--- src/rtl/data_types_pkg.sv ---
// Shared types for the 3x3 convolution engine: FSM state encoding and kernel storage.
`ifndef N_ROWS
`define N_ROWS 8
`endif
`ifndef WIDTH
`define WIDTH 8
`endif

package data_types_pkg;

  typedef enum logic [1:0] {IDLE, FILL, CALC, DONE} conv_state_t;

  localparam int unsigned KERNEL_TAPS = 9;
  localparam int unsigned TAP_W       = 8;

  typedef logic signed [TAP_W-1:0] tap_t;
  // Tap index = row*3 + col.
  typedef tap_t [KERNEL_TAPS-1:0] kernel_t;

endpackage

--- src/rtl/conv3x3_mac.sv ---
// Combinational 9-term dot product of an unsigned 3x3 pixel patch with a signed kernel.
`ifndef N_ROWS
`define N_ROWS 8
`endif
`ifndef WIDTH
`define WIDTH 8
`endif

module conv3x3_mac
  import data_types_pkg::*;
#(
  parameter int unsigned ACC_W = `WIDTH + TAP_W + 5
) (
  input  logic [2:0][2:0][`WIDTH-1:0] patch,  // [row][col]
  input  kernel_t                     kern,
  output logic signed [ACC_W-1:0]     sum
);

  logic signed [ACC_W-1:0] px;
  logic signed [ACC_W-1:0] tk;

  always_comb begin
    sum = '0;
    px  = '0;
    tk  = '0;
    for (int unsigned i = 0; i < 3; i++) begin
      for (int unsigned j = 0; j < 3; j++) begin
        px  = {{(ACC_W-`WIDTH){1'b0}}, patch[2'(i)][2'(j)]};
        tk  = {{(ACC_W-TAP_W){kern[4'(i*3+j)][TAP_W-1]}}, kern[4'(i*3+j)]};
        sum = sum + px * tk;
      end
    end
  end

endmodule

--- src/rtl/conv3x3_engine.sv ---
// 3-column sliding-window 3x3 convolution engine with column/result handshakes.
// Optional build macro CONV3X3_RELU_EN clamps negative results to zero.
`ifndef N_ROWS
`define N_ROWS 8
`endif
`ifndef WIDTH
`define WIDTH 8
`endif

module conv3x3_engine
  import data_types_pkg::*;
#(
  parameter int unsigned N_COLS = 8,
  parameter int unsigned KW     = TAP_W,
  parameter int unsigned ACC_W  = `WIDTH + KW + 5
) (
  input  logic                              clk,
  input  logic                              rst,
  input  logic                              conv_start,
  input  logic                              kern_we,
  input  logic [3:0]                        kern_addr,
  input  logic [KW-1:0]                     kern_data,
  input  logic                              col_valid,
  output logic                              col_ready,
  input  logic [`N_ROWS-1:0][`WIDTH-1:0]    col_in,
  output logic                              res_valid,
  input  logic                              res_ready,
  output logic signed [ACC_W-1:0]           res_data,
  output logic [$clog2(`N_ROWS)-1:0]        res_row,
  output logic [$clog2(N_COLS)-1:0]         res_col,
  output logic                              frame_done
);

  localparam int unsigned CNT_W = $clog2(N_COLS + 1);
  localparam int unsigned ROW_W = $clog2(`N_ROWS);
  localparam int unsigned COL_W = $clog2(N_COLS);

  conv_state_t state, state_nxt;

  logic [`N_ROWS-1:0][`WIDTH-1:0] win [3];
  logic [CNT_W-1:0]               col_cnt;
  logic [ROW_W-1:0]               row_r;
  kernel_t                        kern;

  logic                           last_row;
  logic [2:0][2:0][`WIDTH-1:0]    patch;
  logic signed [ACC_W-1:0]        sum;

  assign last_row = (row_r == ROW_W'(`N_ROWS - 3));

  always_comb begin
    state_nxt  = state;
    col_ready  = 1'b0;
    res_valid  = 1'b0;
    frame_done = 1'b0;
    unique case (state)
      IDLE: if (conv_start) state_nxt = FILL;
      FILL: begin
        col_ready = 1'b1;
        // The accepted column makes the count >= 3.
        if (col_valid && col_cnt >= CNT_W'(2)) state_nxt = CALC;
      end
      CALC: begin
        res_valid = 1'b1;
        if (res_ready && last_row)
          state_nxt = (col_cnt < CNT_W'(N_COLS)) ? FILL : DONE;
      end
      DONE: begin
        frame_done = 1'b1;
        state_nxt  = IDLE;
      end
      default: state_nxt = IDLE;
    endcase
  end

  always_ff @(posedge clk or negedge rst) begin
    if (!rst) begin
      state   <= IDLE;
      win[0]  <= '0;
      win[1]  <= '0;
      win[2]  <= '0;
      col_cnt <= '0;
      row_r   <= '0;
      kern    <= '0;
    end else begin
      state <= state_nxt;
      if (state == IDLE && kern_we && kern_addr < 4'd9)
        kern[kern_addr] <= tap_t'(kern_data);
      if (col_valid && col_ready) begin
        win[0]  <= win[1];
        win[1]  <= win[2];
        win[2]  <= col_in;
        col_cnt <= col_cnt + CNT_W'(1);
      end
      if (res_valid && res_ready)
        row_r <= last_row ? '0 : row_r + ROW_W'(1);
      if (state == DONE) begin
        col_cnt <= '0;
        row_r   <= '0;
      end
    end
  end

  // win[0] is the leftmost (oldest) column of the window.
  always_comb begin
    patch = '0;
    for (int unsigned i = 0; i < 3; i++)
      for (int unsigned j = 0; j < 3; j++)
        patch[2'(i)][2'(j)] = win[2'(j)][ROW_W'(row_r + ROW_W'(i))];
  end

  conv3x3_mac #(.ACC_W(ACC_W)) u_mac (
    .patch (patch),
    .kern  (kern),
    .sum   (sum)
  );

  always_comb begin
`ifdef CONV3X3_RELU_EN
    res_data = sum[ACC_W-1] ? '0 : sum;
`else
    res_data = sum;
`endif
    res_row = row_r;
    res_col = COL_W'(col_cnt - CNT_W'(3));
  end

endmodule

--- config.mk ---
export PLATFORM = sky130hd
export DESIGN_NAME = conv3x3_engine
export DESIGN_NICKNAME = d
export VERILOG_FILES = /design/src/rtl/data_types_pkg.sv /design/src/rtl/conv3x3_mac.sv /design/src/rtl/conv3x3_engine.sv
export SDC_FILE = /design/constraint.sdc
export NUM_CORES = 2
export LEC_CHECK = 0
export ABC_AREA = 1
export CAP_MARGIN = 20
export CELL_PAD_IN_SITES_DETAIL_PLACEMENT = 0
export CELL_PAD_IN_SITES_GLOBAL_PLACEMENT = 1
export CORE_ASPECT_RATIO = 1.25
export CORE_UTILIZATION = 50
export DETAILED_ROUTE_END_ITERATION = 16
export PLACE_DENSITY = 0.88
export SYNTH_ARGS = -nofsm -noshare
export SYNTH_HDL_FRONTEND = slang
export SYNTH_SLANG_ARGS = --single-unit
--- constraint.sdc ---
create_clock -name clk -period 24.6 [get_ports clk]
set_input_delay 4.92 -clock clk [delete_from_list [all_inputs] [get_ports clk]]
set_output_delay 4.92 -clock clk [all_outputs]
set_load 0.02 [all_outputs]
==> impl_metrics.py <==
metrics = {
    "status": {
        "run_status": "complete, no violations",
    },
    "floorplanning": {
        "overall_die_area_sq_um": 77100,
        "floorplan.rows": 112,
        "die_height_um": 310,
        "io_pins": 112,
        "start_util_pct": 50.7,
        "floorplan.die.width_um": 249,
        "design.core.area_sq_um": 75000,
    },
    "synth": {
        "post-synth-top-area-fraction_pct": 24.0,
        "post-synth-top-area-cell": "sky130_fd_sc_hd__fa_1",
        "syn_inst": 5049,
        "synth_most_common_cell": "sky130_fd_sc_hd__nand2_1",
        "number_of_register_bits_inferred_by_synthesis": 273,
        "synthesis.nets": 5998,
        "ys_seq_area_share_pct": 18.0,
        "synth_top_flop_cell": "sky130_fd_sc_hd__dfrtp_1",
        "synth_area_leaders": "sky130_fd_sc_hd__fa_1 (24%), sky130_fd_sc_hd__dfrtp_1 (18%), sky130_fd_sc_hd__ha_1 (14%)",
        "async_flop_share_pct": 100,
        "synth_cell_types": 41,
        "postSynthAreaPerCell_sq_um": 7.53,
        "post_synth_most_frequent_cells": "sky130_fd_sc_hd__nand2_1 (1227), sky130_fd_sc_hd__inv_1 (1032), sky130_fd_sc_hd__nor2_1 (463)",
        "synth-edff-count": 0,
        "synth.cell_area_sq_um": 38000,
        "yosysWarningCount": 0,
    },
    "global_routing": {
        "antenna_found_initial": 3,
        "layer_with_the_highest_usage": "met2",
        "met1_usage_pct": 38.4,
        "wire_length_of_the_first_global_routing_pass_um": 184000,
        "grt_overflow": 0,
        "global_route.usage.total_pct": 31.2,
        "first_global_vias": 31800,
        "grt_start_max_net_pins": 107,
        "gr-usage-met3_pct": 3.74,
        "grtUsageMet2_pct": 54.8,
    },
    "sta": {
        "fmax_mhz": 59.8,
        "tightest_slew_ns": 1.09,
        "timing.final.setup_violations": 0,
        "clock-skew-final_ns": 0.0156,
        "fin_setup_tns_ns": 0,
        "rsz0062_at_grt": "no",
        "number_of_endpoints_with_negative_hold_slack_in_the_final_report": 0,
        "fin_crit_ns": 16.73,
        "post-route-period-util_pct": 68.0,
        "final-max-slew-violation-count": 0,
        "timing.slew.headroom_pct": 27.2,
    },
    "place": {
        "buffer_ports.inserted": 111,
        "place_congestion": 0.963,
        "dp_hpwl_um": 97700,
    },
    "worst_hold_path": {
        "hold-path-cell-count": 2,
        "hold_path.class": "reg -> reg",
    },
    "worst_setup_path": {
        "max_stage_delay_ns": 0.77,
        "crit_slowest_cell": "sky130_fd_sc_hd__buf_4",
        "worstPathArrival_ns": 11.81,
        "required_ns": 19.68,
        "setup.worst_path.class": "reg -> out",
        "critical_path_peak_fanout": 106,
        "end_kind": "primary output",
        "worst_path_most_repeated_cell": "sky130_fd_sc_hd__fa_1",
        "ff2ff_setup_slack_ns": 21.44,
        "worst-r2r-cell-count": 6,
        "crit_path_start_kind": "register",
    },
    "route": {
        "first_pass_iters": 6,
        "finalWirelength_um": 118000,
        "drtAntennaViolNets": 0,
        "drt_drc_violations_left": 0,
        "viasPerCell": 5.25,
        "detail_route.iter0.violations": 2297,
        "route.vias.total": 31900,
        "avgRoutedWirePerCell_um": 19.4,
    },
    "layout": {
        "synth_to_final_area_change_pct": 7.44,
        "final-seq-area_sq_um": 6840,
        "layout.nets": 6031,
        "nFillCells": 7275,
        "multiInputGateArea_sq_um": 26500,
        "layout.core_utilization_pct": 54.5,
        "fraction_of_final_layout_cells_with_drive_strength_greater_than_1_pct": 3.45,
    },
    "clocking": {
        "post_cts_resized": 0,
        "clock_tree.buffer_depth": 3,
        "cts_root_buf": "sky130_fd_sc_hd__clkbuf_16",
        "cts.repair_timing.setup_buffer_count": 0,
        "worst_skew_pair.late_latency_ns": 0.59,
        "cts.htree.levels": 1,
        "clock_tree_from_tritoncts": "yes",
        "tritoncts_num_sinks": 273,
        "cts_buffers": 30,
        "cts_hold_buf": 0,
        "clkTransAtPathRegs_ns": 0.07,
    },
    "job": {
        "max-cap-violations": 0,
    },
}
-- layout make-up --
type / count / area share [%]
multi-input cells: 3579 / 65.0
flip-flops and latches: 273 / 16.7
inverters: 1069 / 9.83
repair buffers: 129 / 3.06
well taps: 969 / 2.97
clock buffers: 45 / 2.10
clock inverters: 11 / 0.328
diodes: 3 / 0.0184
-- path summary, 6_finish.rpt --
path / startpoint / end
setup reg to reg: res_row[0]$_DFFE_PN0P_ / res_row[2]$_DFFE_PN0P_
max in group asynchronous: rst / res_row[0]$_DFFE_PN0P_
hold / removal: win[80]$_DFFE_PN0P_ / win[80]$_DFFE_PN0P_
min in group asynchronous: rst / win[41]$_DFFE_PN0P_
setup / recovery: res_row[0]$_DFFE_PN0P_ / res_data[18]
hold reg to reg: win[80]$_DFFE_PN0P_ / win[80]$_DFFE_PN0P_
-- cell usage in the layout, fill, tap and decap left out, types with 4 or more instances in the layout --
cell type                         netlist  layout
sky130_fd_sc_hd__o22ai_1                4       4
sky130_fd_sc_hd__o21bai_1              10      10
sky130_fd_sc_hd__nor2_2                24      23
sky130_fd_sc_hd__nand2_2                8       8
sky130_fd_sc_hd__a21oi_1              167     167
sky130_fd_sc_hd__fa_1                 455     455
sky130_fd_sc_hd__o21ai_0              420     420
sky130_fd_sc_hd__nand3b_1               6       6
sky130_fd_sc_hd__o211ai_1              24      24
sky130_fd_sc_hd__nor3_1                24      24
sky130_fd_sc_hd__nand4_1                9       9
sky130_fd_sc_hd__buf_4                  7      18
sky130_fd_sc_hd__nor2_1               463     463
sky130_fd_sc_hd__or2_2                 12      12
sky130_fd_sc_hd__nand4_2                7       7
sky130_fd_sc_hd__ha_1                 412     411
sky130_fd_sc_hd__a22o_1                18      18
sky130_fd_sc_hd__clkbuf_16              0      31
sky130_fd_sc_hd__or2_1                 10      10
sky130_fd_sc_hd__xor2_1                54      54
sky130_fd_sc_hd__o21ai_1               22      22
sky130_fd_sc_hd__inv_2                 37      37
sky130_fd_sc_hd__nand3_1              131     131
sky130_fd_sc_hd__clkdlybuf4s50_1        0     110
sky130_fd_sc_hd__dfrtp_1              273     272
sky130_fd_sc_hd__inv_1               1032    1031
sky130_fd_sc_hd__a31oi_1               12      12
sky130_fd_sc_hd__nor2_4                11      12
sky130_fd_sc_hd__xnor2_1               29      29
sky130_fd_sc_hd__nand2_1             1227    1226
sky130_fd_sc_hd__clkbuf_1              48      11
-- state kept, by name, summed over array words and instances, names as in the netlist --
| signal | cells |
|---|---|
| state | 2 |
| col_cnt | 4 |
| win | 192 |
| res_row | 3 |
| kern | 72 |
-- cell families (layout without fill, tap and decap cells) --
kind of cell	after synthesis	in the layout	synth area share [%]
simple gates	1934	1934	20.5
buf+inv	1197	1254	12.3
fa+ha+maj	867	867	37.5
compound gates	694	694	9.76
flops	273	273	18.0
xor+xnor	84	84	1.96
other cells	0	3	0
-- per-stage QoR --
step	cells	cell area, sq um	setup WS [ns]	hold slack, ns
3_3_place_gp	6019	39800	8.70	0.467
6_report	6078	40800	7.87	0.483
4_1_cts	6075	40800	7.92	0.488
2_1_floorplan	5049	38000	11.65	0.453
5_1_grt	6077	40800	7.22	0.498
3_5_place_dp	6019	39800	8.55	0.473
-- per-layer routing --
metal  vias to the layer above  share of wire (%)  wire length [um]
met4                         0                5.3              6250
li1                      15500                  -                 -
met3                       202                5.3              6290
met5                         -                  0                 0
met2                       882                 48             56700
met1                     15300                 41             48500
-- critical path, delay by kind of cell, from the launching register on --
kind	cells	cell delay, ns
adder cells (fa/ha/maj)	10	4.85
buffers and inverters	10	2.44
AO/OA/AOI/OAI	6	2.04
AND/OR/NAND/NOR	9	1.05
flip-flops	1	0.74
Power is left out: the tool's default activity adds up to more than one toggle a clock period on the data nets, which glitch-free logic cannot reach.
